<file path="src/rtl/ads_penirq_conditioner.sv">
// ads_penirq_conditioner
//
// Cleans up the raw active-low PENIRQ pin of the ADS7843 touch controller
// before it reaches the touch-IRQ PIO input port and the driver's interrupt
// path. The signal path is:
//   - a two-flop synchroniser
//   - a symmetric debounce FSM (UP / DEB_DOWN / DOWN / DEB_UP)
//   - sticky press/release flags with a registered level interrupt
//   - an 8-bit wrapping press counter
//
// Optional feature (compile-time macro ADS_PENIRQ_RELEASE_IRQ_EN):
//   defined     : irq = press_flag | release_flag
//   not defined : irq = press_flag only. release_flag still sets and clears,
//                 but it never raises irq.
//
// Ports:
//   clk           in   system clock
//   reset_n       in   asynchronous, active-low reset
//   penirq_pin_n  in   raw pin, asynchronous, low = pen touching
//   ev_clr        in   one-cycle pulse, clears press/release flags
//   pen_down_n    out  debounced level, low = pen down (PIO in_port)
//   press_flag    out  sticky, a debounced press occurred
//   release_flag  out  sticky, a debounced release occurred
//   irq           out  registered level interrupt request
//   press_cnt     out  count of debounced presses, wraps at 256
//   dbg_state     out  current FSM state (UP=0, DEB_DOWN=1, DOWN=2, DEB_UP=3)
//
// Handshake: there is no valid/ready traffic here. ev_clr is a plain
// one-cycle strobe. If a flag is set on the same edge that ev_clr is
// sampled, the set wins.

module ads_penirq_conditioner #(
    parameter int unsigned DEBOUNCE_CYCLES = 50000,
    parameter int unsigned CNT_W           = 16
) (
    input  logic       clk,
    input  logic       reset_n,
    input  logic       penirq_pin_n,
    input  logic       ev_clr,
    output logic       pen_down_n,
    output logic       press_flag,
    output logic       release_flag,
    output logic       irq,
    output logic [7:0] press_cnt,
    output logic [1:0] dbg_state
);

    typedef enum logic [1:0] {
        ST_UP       = 2'd0,
        ST_DEB_DOWN = 2'd1,
        ST_DOWN     = 2'd2,
        ST_DEB_UP   = 2'd3
    } state_t;

    // Terminal count: this is the last counting edge, on which the new level
    // is accepted.
    localparam logic [CNT_W-1:0] LP_CNT_LAST = CNT_W'(DEBOUNCE_CYCLES - 1);

    logic             r_s1;
    logic             r_s2;
    state_t           r_state;
    logic [CNT_W-1:0] r_cnt;
    logic             r_pen_down_n;
    logic             r_press_flag;
    logic             r_release_flag;
    logic             r_irq;
    logic [7:0]       r_press_cnt;

    state_t           w_state_next;
    logic [CNT_W-1:0] w_cnt_next;
    logic             w_pen_next;
    logic             w_press_set;
    logic             w_release_set;
    logic             w_press_next;
    logic             w_release_next;
    logic             w_irq_next;
    logic [7:0]       w_press_cnt_next;

    // Two-flop synchroniser. Both flops reset to the released level.
    always_ff @(posedge clk or negedge reset_n) begin
        if (!reset_n) begin
            r_s1 <= 1'b1;
            r_s2 <= 1'b1;
        end else begin
            r_s1 <= penirq_pin_n;
            r_s2 <= r_s1;
        end
    end

    // Next-state logic for the FSM, the counter and the events.
    always_comb begin
        w_state_next  = r_state;
        w_cnt_next    = r_cnt;
        w_pen_next    = r_pen_down_n;
        w_press_set   = 1'b0;
        w_release_set = 1'b0;

        case (r_state)
            ST_UP: begin
                if (!r_s2) begin
                    w_state_next = ST_DEB_DOWN;
                    w_cnt_next   = '0;
                end
            end
            ST_DEB_DOWN: begin
                if (r_s2) begin
                    // Bounce: go back with no side effects.
                    w_state_next = ST_UP;
                end else if (r_cnt == LP_CNT_LAST) begin
                    w_state_next = ST_DOWN;
                    w_pen_next   = 1'b0;
                    w_press_set  = 1'b1;
                end else begin
                    w_cnt_next = r_cnt + 1'b1;
                end
            end
            ST_DOWN: begin
                if (r_s2) begin
                    w_state_next = ST_DEB_UP;
                    w_cnt_next   = '0;
                end
            end
            ST_DEB_UP: begin
                if (!r_s2) begin
                    w_state_next = ST_DOWN;
                end else if (r_cnt == LP_CNT_LAST) begin
                    w_state_next  = ST_UP;
                    w_pen_next    = 1'b1;
                    w_release_set = 1'b1;
                end else begin
                    w_cnt_next = r_cnt + 1'b1;
                end
            end
            default: begin
                w_state_next = ST_UP;
            end
        endcase

        // A set overrides a clear issued on the same edge.
        w_press_next     = w_press_set   | (r_press_flag   & ~ev_clr);
        w_release_next   = w_release_set | (r_release_flag & ~ev_clr);
        w_press_cnt_next = r_press_cnt + {7'd0, w_press_set};

        // irq is built from the next-state flags, so it rises on the same
        // edge as the flag.
`ifdef ADS_PENIRQ_RELEASE_IRQ_EN
        w_irq_next = w_press_next | w_release_next;
`else
        w_irq_next = w_press_next;
`endif
    end

    always_ff @(posedge clk or negedge reset_n) begin
        if (!reset_n) begin
            r_state        <= ST_UP;
            r_cnt          <= '0;
            r_pen_down_n   <= 1'b1;
            r_press_flag   <= 1'b0;
            r_release_flag <= 1'b0;
            r_irq          <= 1'b0;
            r_press_cnt    <= 8'd0;
        end else begin
            r_state        <= w_state_next;
            r_cnt          <= w_cnt_next;
            r_pen_down_n   <= w_pen_next;
            r_press_flag   <= w_press_next;
            r_release_flag <= w_release_next;
            r_irq          <= w_irq_next;
            r_press_cnt    <= w_press_cnt_next;
        end
    end

    assign pen_down_n   = r_pen_down_n;
    assign press_flag   = r_press_flag;
    assign release_flag = r_release_flag;
    assign irq          = r_irq;
    assign press_cnt    = r_press_cnt;
    assign dbg_state    = r_state;

endmodule

</file>
<file path="config.mk">
export PLATFORM = sky130hd
export DESIGN_NAME = ads_penirq_conditioner
export DESIGN_NICKNAME = d
export VERILOG_FILES = /design/src/rtl/ads_penirq_conditioner.sv
export SDC_FILE = /design/constraint.sdc
export NUM_CORES = 1
export LEC_CHECK = 0
export ABC_CLOCK_PERIOD_IN_PS = 4000
export CAP_MARGIN = 30
export CORE_MARGIN = 5
export CORE_UTILIZATION = 26
export CTS_BUF_LIST = sky130_fd_sc_hd__clkbuf_16
export DETAILED_ROUTE_END_ITERATION = 10
export GPL_TIMING_DRIVEN = 0
export SYNTH_ARGS = -nofsm -noshare
export SYNTH_HDL_FRONTEND = slang
export SYNTH_SLANG_ARGS = --single-unit
</file>
<file path="constraint.sdc">
create_clock -name clk -period 4 [get_ports clk]
set_input_delay 0.4 -clock clk [delete_from_list [all_inputs] [get_ports clk]]
set_output_delay 0.4 -clock clk [all_outputs]
set_load 0.01 [all_outputs]
</file>
==> run_results.csv, run 1 <==
group,metric,value,unit
yosys,yosys_warnings,0,
sta,clock_skew,0.00332,ns
flow_run,maxCapViolCount,0,
drt,ant_nets,0,
clocking,cts_setup_buffers,0,
sta,hold_viol,0,
clocking,post_cts_resized,0,
floorplanning,die_x,87.4,um
yosys,post-synth-top-count-cell,"dfrtp_1",
final_layout,drive_gt1_share,9.88,%
floorplanning,die_area,7640,um^2
sta,slew_headroom,52.5,%
sta,fmax,0.468,GHz
clocking,holdBufCountCts,0,
critical_path,ff2ff_path_depth,7,
critical_path,critPathArrivalTime,2.29,ns
grt,grt_max_degree,32,
sta,min_period,2.14,ns
drt,vias_per_cell,5.03,
grt,track_usage,10.1,%
yosys,synthCells,147,
floorplanning,core,5890,um^2
critical_path,path_max_fanout,7,
critical_path,crit_path_end_kind,"flip-flop",
clocking,clkSinkCount,31,
grt,antenna_found_initial,0,
power_and_ir_drop,max-vdd-ir-drop,0.296,mV
critical_path,critPathMaxStageDelay,0.45,ns
critical_path,critPathBufInv,0,
drt,wl_per_cell,13.9,um
sta,final_max_slew_viol_count,0,
critical_path,required,4.15,ns
sta,fin_crit_sh,53.4,%
power_and_ir_drop,leakage,0.865,nW
critical_path,worstSetupPathType,"reg -> reg",
placement,numPortBuffers,17,
sta,rsz0062_at_grt,"no",
yosys,ys_ff_latch,31,
clocking,clkLatencyLatePin,0.27,ns
grt,grt_pass1_vias,1225,
yosys,synth-edff-count,0,
clocking,cts_tree,"yes",
clocking,clk_pin_slew,0.05,ns
sta,hold_ws,0.186,ns
drt,vias,1243,
sta,setup_violations,0,
yosys,ys_types,44,
critical_path,cp_common_cell,"ha_1",
floorplanning,die_h,87.4,um
clocking,numCtsBuffers,5,
outcome,outcome,"complete, no violations",
clocking,clockBufferDepth,2,
yosys,synth_nets,154,
final_layout,n_antenna_cell,0,
yosys,ys.flop_type,"dfrtp_1",
critical_path,cp_cell_sequence,"nor4b_1 > nand4_1 > nor3_1 > ha_1 > ha_1 > nand3_1 > xnor2_1",
yosys,syn_area_per_cell,10.6,um^2
floorplanning,initial_core_util,26.5,%
floorplanning,std_cell_rows,28,
critical_path,start_kind,"flip-flop",
sta,tightest_slew,0.712,ns
critical_path,slowest_stage,"dfrtp_1",
placement,place_congestion,0.747,
critical_path,crit_cells,7,
worst_hold_path,worstHoldPathType,"in -> async",
yosys,syn_area,1560,um^2
yosys,ys_top_cells_by_count,"28 x dfrtp_1, 10 x nand3_1, 9 x o21ai_0",
yosys,async_reset_ff_share,100,%
clocking,h-tree-depth,2,
clocking,ctsRootBufferMaster,"clkbuf_16",
drt,drt_wl_total,3430,um
drt,drt_iter0_markers,69,
power_and_ir_drop,pwr_density_cell,371,nW/um^2
sta,final.setup.tns,0,ns
final_layout,area_delta_synth_final,25.4,%
critical_path,path_delay_family,"simple AND/OR/NAND/NOR gates",
yosys,synth.top_cell.area_share,44.9,%
yosys,synth.area.top_cells,"dfrtp_1 45%, dfstp_2 5.1%, mux2i_1 3.9%",
drt,drc,0,
final_layout,layout.nets,178,
grt,grt_pass1_wl,5940,um
drt,firstDrtPassIters,4,
yosys,ys_seq_area_share,50.0,%
floorplanning,ioPinCount,18,
yosys,synth_top_area_cell,"dfrtp_1",
placement,dp_hpwl,2390,um
grt,overflow,0,
-- cells by family after synthesis --
kind of cell	share of synthesized area (%)
mux	3.85
buf+inv	3.21
compound gates	13.6
simple gates	22.5
flops	50.0
xor+xnor	4.49
fa+ha+maj	2.41
-- routing by layer --
metal | part of all wire (%) | vias up | GRT usage, %
met5 | 0 | - | 0
met4 | 1.0 | 0 | 3.77
met3 | 3.7 | 4 | 2.84
met2 | 50 | 19 | 16.4
met1 | 45 | 613 | 12.6
li1 | - | 607 | -
-- layout make-up --
type,instances,area (um^2)
Sequential cell,31,779
Tap cell,75,93.8
Timing Repair Buffer,17,165
Fill cell,612,3930
Buffer,5,27.5
Clock inverter,3,12.5
Multi-Input combinational cell,105,729
Clock buffer,5,125
Inverter,6,22.5
-- metrics by stage --
step	utilization (%)	setup slack [ns]	cell area (um^2)	total power, W	cells
2_1_floorplan	-	2.12	1560	0.000363	147
3_3_place_gp	31.0	1.85	1820	0.000382	239
3_5_place_dp	30.9	1.84	1820	0.000382	239
4_1_cts	33.2	1.83	1960	0.000738	247
5_1_grt	33.2	1.64	1960	0.000760	247
6_report	33.2	1.86	1960	0.000726	247
-- worst paths after layout --
kind	to	slack (ns)	startpoint
hold / removal	r_cnt[9]	0.19	reset_n
max in group asynchronous	dbg_state[0]	3.36	reset_n
min in group clk	r_s2	0.35	r_s1
setup reg to reg	press_cnt[4]	1.86	r_cnt[10]
setup / recovery	press_cnt[4]	1.86	r_cnt[10]
hold reg to reg	r_s2	0.35	r_s1
-- placed cells by master, fill, tap and decap left out, types with 4 or more instances in the layout --
| master | count |
|---|---|
| clkbuf_16 | 5 |
| clkdlybuf4s50_1 | 16 |
| dfrtp_1 | 28 |
| inv_1 | 7 |
| mux2i_1 | 6 |
| nand2_1 | 8 |
| nand3_1 | 10 |
| nand4_1 | 6 |
| nor2_1 | 7 |
| nor4_1 | 5 |
| o21ai_0 | 9 |
| o2bb2ai_1 | 4 |
| xnor2_1 | 5 |
-- power breakdown --
group	switching [W]	internal, W
Sequential	0.0000152	0.000325
Clock	0.000125	0.000224
Combinational	0.0000225	0.0000150
-- state kept, by name (all words and copies together) (netlist names), named ones only --
signal / cells
r_cnt: 16
dbg_state: 1
r_s1: 1
r_s2: 1
press_cnt: 8
release_flag: 1
irq: 1
pen_down_n: 1
-- worst register-to-register path: stages (launching register included) --
cell	delay, ns
dfrtp_1	0.45
nor4b_1	0.45
nand4_1	0.18
nor3_1	0.26
ha_1	0.22
ha_1	0.21
nand3_1	0.11
xnor2_1	0.14
(Power assumes the default switching activity.)
==> inputs of run 2 (changes only) <==
ABC_CLOCK_PERIOD_IN_PS = 2110   (was 4000)
clock period = 2.11 ns   (was 4 ns; I/O delays follow)
==> run 2 against run 1 <==
Net effect:
- the run now ends with hold timing left
- sequential cell count stayed put
- highest routed layer unchanged
- first-iteration DRC count down 19%
- clock skew rose by 0.0011 ns
- count of clock-buffer cells in the layout unchanged
- worst setup slack worse by 1.7 ns
==> run_results.csv, run 2 (same netlist as run 1, synthesis figures left out) <==
group,metric,value,unit
outcome,outcome,"complete, but fails checks",
outcome,violations,"hold timing",
sta,tightest_slew,0.703,ns
clocking,h-tree-depth,2,
final_layout,fin_cells,250,
sta,final_max_slew_viol_count,0,
clocking,cts_tree,"yes",
power_and_ir_drop,max-vdd-ir-drop,0.589,mV
sta,min_period,1.99,ns
drt,wl_per_cell,14.0,um
sta,hold_viol,23,
final_layout,layout.nets,181,
sta,slew_headroom,53.1,%
critical_path,critPathMaxStageDelay,0.44,ns
sta,rsz0062_at_grt,"no",
grt,track_usage,10.2,%
final_layout,n_antenna_cell,0,
floorplanning,die_area,7640,um^2
sta,hold_ws,-0.00956,ns
clocking,clkLatencyLatePin,0.27,ns
critical_path,path_max_fanout,5,
placement,numPortBuffers,17,
worst_hold_path,worstHoldPathType,"in -> async",
grt,grt_pass1_wl,6010,um
floorplanning,initial_core_util,26.5,%
clocking,ctsRootBufferMaster,"clkbuf_16",
drt,drt_wl_total,3490,um
sta,fmax,0.503,GHz
sta,clock_skew,0.00442,ns
floorplanning,std_cell_rows,28,
final_layout,drive_gt1_share,15.4,%
final_layout,largest_register,"r_cnt",
critical_path,cp_cell_sequence,"ha_4 > and4b_2 > nand4_1 > nor3_2 > ha_1 > ha_2 > nand3_1 > xnor2_1",
clocking,numCtsBuffers,5,
critical_path,worst-r2r-setup-slack,0.12,ns
placement,dp_hpwl,2390,um
final_layout,final_common_cell,"dfrtp_1",
critical_path,crit_path_end_kind,"flip-flop",
floorplanning,die_h,87.4,um
power_and_ir_drop,leakage,0.881,nW
critical_path,critPathArrivalTime,2.14,ns
drt,vias_per_cell,5.06,
floorplanning,ioPinCount,18,
critical_path,required,2.26,ns
sta,setup_violations,0,
clocking,clkSinkCount,31,
sta,fin_crit_sh,94.2,%
final_layout,stdcell_area,2030,um^2
critical_path,slowest_stage,"dfrtp_1",
critical_path,r2r_start,"r_cnt[0]",
grt,grt_max_degree,32,
drt,vias,1264,
clocking,clk_pin_slew,0.05,ns
clocking,clockBufferDepth,2,
placement,place_congestion,0.747,
clocking,holdBufCountCts,0,
grt,antenna_found_initial,0,
drt,drc,0,
power_and_ir_drop,total_power,0.00139,W
placement,place_area,1820,um^2
flow_run,maxCapViolCount,0,
final_layout,area_delta_synth_final,30.3,%
floorplanning,core,5890,um^2
grt,grt_pass1_vias,1233,
critical_path,worstSetupPathType,"reg -> reg",
final_layout,layout.cells.most_common_list,"28 x dfrtp_1, 16 x clkdlybuf4s50_1, 10 x nand3_1",
grt,overflow,0,
power_and_ir_drop,pwr_density_cell,685,nW/um^2
drt,firstDrtPassIters,4,
critical_path,start_kind,"flip-flop",
final_layout,largest_register_ff_count,16,
drt,ant_nets,0,
floorplanning,die_x,87.4,um
placement,dp.cells,239,
critical_path,critPathLaunch,"r_cnt[0]",
drt,drt_iter0_markers,56,
==> run 2: what timing repair did <==
| action | CTS | global route |
|---|---|---|
| pin swaps | 0 | 1 |
| endpoints found under the setup margin | 4 | 5 |
| endpoints found under the hold margin | 0 | 0 |
| setup buffers | 0 | 3 |
| gates resized for setup | 3 | 6 |
==> run 2: worst max-delay path, delay by kind of cell, from the launching register on <==
kind	cells	cell delay (ns)
fa+ha+maj	3	0.59
flops	1	0.44
simple gates	4	0.69
xor+xnor	1	0.14
==> run 2: worst paths after layout <==
| check | to | cells after the start |
|---|---|---|
| worst max-delay path | press_cnt[4] | 8 |
| worst min-delay path | r_cnt[9] | 1 |
| worst max register to register | press_cnt[4] | 8 |
| worst min register to register | r_s2 | 0 |
| max in group asynchronous | dbg_state[0] | 1 |
| min in group clk | r_s1 | 1 |
==> run 2: per-stage QoR <==
step / TNS [ns] / setup WS (ns) / utilization, %
global route: 0 / 0.00269 / 34.5
CTS: 0 / 0.0733 / 33.5
finish: 0 / 0.122 / 34.5
floorplan: 0 / 0.227 / -
detailed placement: -0.153 / -0.0473 / 30.9
global placement: -0.112 / -0.0420 / 31.0
==> run 2: layer usage <==
layer  vias up  global-route usage, %  part of all wire [%]
met3         4                   2.84                   3.0
li1        613                      -                     -
met1       633                   12.8                    46
met5         -                      0                     0
met4         0                   3.77                   1.0
met2        14                   16.5                    50
==> run 2: cell type report <==
type                            instances  area [um^2]
Sequential cell                        31          779
Inverter                                6         22.5
Clock buffer                            5          125
Fill cell                             605         3850
Timing Repair Buffer                   20          188
Tap cell                               75         93.8
Clock inverter                          3         12.5
Multi-Input combinational cell        105          783
Buffer                                  5         27.5
==> run 2: power breakdown <==
group	internal, W	switching [W]
clock network	0.000425	0.000239
logic	0.0000372	0.0000454
registers	0.000615	0.0000308
total	0.00108	0.000315
==> inputs of run 3 (changes only) <==
--- a/config.mk
+++ b/config.mk
@@ -14,2 +14,4 @@
 export GPL_TIMING_DRIVEN = 0
+export PLACE_DENSITY = 0.44
+export SETUP_SLACK_MARGIN = 0.1
 export SYNTH_ARGS = -nofsm -noshare
--- a/constraint.sdc
+++ b/constraint.sdc
@@ -3,2 +3,2 @@
 set_output_delay 0.211 -clock clk [all_outputs]
-set_load 0.01 [all_outputs]
+set_load 0.05 [all_outputs]
==> run 3 against run 2 <==
Net effect:
- the run still ends with hold timing left
- global-route usage grew 0.88 points
- cell count increased by 1.2%
- routed wire length is 13% higher
- first-iteration DRC count increased by 29%
- clock skew shrank 0.00060 ns
- maximum frequency grew 2.8%
- non-clock buffer count up 3
- die area unchanged
- sequential share of layout area decreased by 0.40 points
- sequential power about the same
- highest routed layer unchanged
==> run_results.csv, run 3 (same netlist as run 1, synthesis figures left out) <==
group,metric,value,unit
grt,track_usage,11.0,%
grt,grt_pass1_wl,6550,um
clocking,clkSinkCount,31,
drt,ant_nets,0,
power_and_ir_drop,combPwrFrac,5.9,%
power_and_ir_drop,power_frac_seq,45.9,%
clocking,numCtsBuffers,5,
critical_path,required,2.26,ns
floorplanning,die_x,87.4,um
drt,vias_per_cell,5.07,
drt,drt_wl_total,3930,um
sta,min_period,1.93,ns
placement,place_congestion,0.842,
power_and_ir_drop,p_switching,0.000329,W
placement,dp.cells,239,
floorplanning,core,5890,um^2
placement,numPortBuffers,17,
final_layout,area_delta_synth_final,33.4,%
drt,drt_iter0_markers,72,
final_layout,final_common_cell,"dfrtp_1",
power_and_ir_drop,power.share.switching,23.4,%
drt,wl_per_cell,15.5,um
critical_path,critPathMaxStageDelay,0.47,ns
critical_path,start_kind,"flip-flop",
power_and_ir_drop,leakage,0.875,nW
critical_path,cp_cell_sequence,"and4b_1 > nand4_1 > nor3_2 > ha_2 > and3_4 > nand3_1 > xnor2_1",
grt,grt_max_degree,32,
sta,rsz0062_at_grt,"yes",
sta,final_max_slew_viol_count,0,
grt,antenna_found_initial,0,
sta,setup_violations,0,
final_layout,largest_register,"r_cnt",
critical_path,critPathArrivalTime,2.09,ns
placement,dp_hpwl,2680,um
grt,grt_pass1_vias,1374,
power_and_ir_drop,pwr_density_cell,678,nW/um^2
clocking,clockBufferDepth,2,
drt,firstDrtPassIters,4,
critical_path,worstSetupPathType,"reg -> reg",
final_layout,register_area,790,um^2
sta,hold_ws,-0.0170,ns
floorplanning,die_area,7640,um^2
sta,tightest_slew,0.693,ns
critical_path,path_max_fanout,7,
outcome,violations,"hold timing",
critical_path,ff2ff_path_depth,7,
clocking,clkLatencyLatePin,0.27,ns
sta,fin_crit_sh,91.7,%
final_layout,n_antenna_cell,0,
floorplanning,initial_core_util,26.5,%
final_layout,fin_cells,253,
final_layout,layout.cells.most_common_list,"20 x dfrtp_1, 16 x clkdlybuf4s50_1, 10 x nand3_1",
flow_run,maxCapViolCount,0,
critical_path,slowest_stage,"dfrtp_1",
grt,overflow,0,
clocking,holdBufCountCts,0,
floorplanning,ioPinCount,18,
power_and_ir_drop,internal-power,0.00108,W
drt,drc,0,
power_and_ir_drop,p_clk_share,48.1,%
final_layout,largest_register_ff_count,16,
critical_path,crit_path_end_kind,"flip-flop",
clocking,ctsRootBufferMaster,"clkbuf_16",
final_layout,multi_input_area,795,um^2
final_layout,nFillCells,618,
clocking,h-tree-depth,2,
floorplanning,std_cell_rows,28,
outcome,outcome,"complete, but fails checks",
clocking,clk_pin_slew,0.05,ns
final_layout,layout.nets,184,
sta,fmax,0.517,GHz
drt,vias,1282,
sta,slew_headroom,53.8,%
sta,clock_skew,0.00381,ns
worst_hold_path,worstHoldPathType,"in -> async",
power_and_ir_drop,max-vdd-ir-drop,0.352,mV
final_layout,utilization,35.3,%
sta,hold_viol,28,
clocking,cts_tree,"yes",
floorplanning,die_h,87.4,um
final_layout,drive_gt1_share,22.5,%
## run 3: worst max-delay path: cells and delay by family (launching register included)
family | cells | cell delay [ns]
adder cells (fa/ha/maj) | 1 | 0.22
AND/OR/NAND/NOR | 5 | 0.99
flip-flops | 1 | 0.47
XOR/XNOR | 1 | 0.13
## run 3: through the flow
stage	cell area [um^2]	worst slack, ns	total power [W]	setup TNS (ns)
floorplan	1560	0.186	0.000691	0
global placement	1820	-0.113	0.000727	-0.387
detailed placement	1820	-0.135	0.000731	-0.482
CTS	1990	0.103	0.00142	0
global route	2080	0.0589	0.00147	0
finish	2080	0.176	0.00141	0
## run 3: path summary, 6_finish.rpt
check	from	end	slack [ns]
hold / removal	reset_n	r_cnt[7]	-0.02
hold reg to reg	r_s1	r_s2	0.36
setup reg to reg	r_cnt[5]	press_cnt[7]	0.18
max in group asynchronous	reset_n	r_cnt[1]	1.63
setup / recovery	r_cnt[5]	press_cnt[7]	0.18
min in group clk	penirq_pin_n	r_s1	0.34
## run 3: timing repair
action | in CTS | in global routing
setup buffers | 1 | 5
pin swaps | 0 | 5
setup endpoints to repair | 13 | 14
endpoints found under the hold margin | 0 | 0
gates resized for setup | 4 | 14
## run 3: area by class of cell
type	count	area share, %
Sequential cell	31	38.0
Multi-Input combinational cell	105	38.2
Buffer	5	1.32
Timing Repair Buffer	23	10.1
Tap cell	75	4.51
Inverter	6	1.08
Clock buffer	5	6.02
Clock inverter	3	0.782
## run 3: power by group through the flow
| stage | clock network (W) | logic [W] | registers [W] |
|---|---|---|---|
| 3_5_place_dp | 0 | 0.0000772 | 0.000654 |
| 6_report | 0.000678 | 0.0000837 | 0.000647 |
| 2_1_floorplan | 0 | 0.0000418 | 0.000649 |
| 5_1_grt | 0.000724 | 0.0000942 | 0.000651 |
| 4_1_cts | 0.000694 | 0.0000815 | 0.000643 |
| 3_3_place_gp | 0 | 0.0000752 | 0.000652 |
## run 3: metal layers
metal / track usage, % / vias to the layer above / part of all wire [%]
met3: 3.69 / 6 / 2.8
met5: 0 / - / 0
met1: 13.9 / 642 / 47
li1: - / 615 / -
met4: 4.60 / 0 / 1.4
met2: 17.3 / 19 / 49
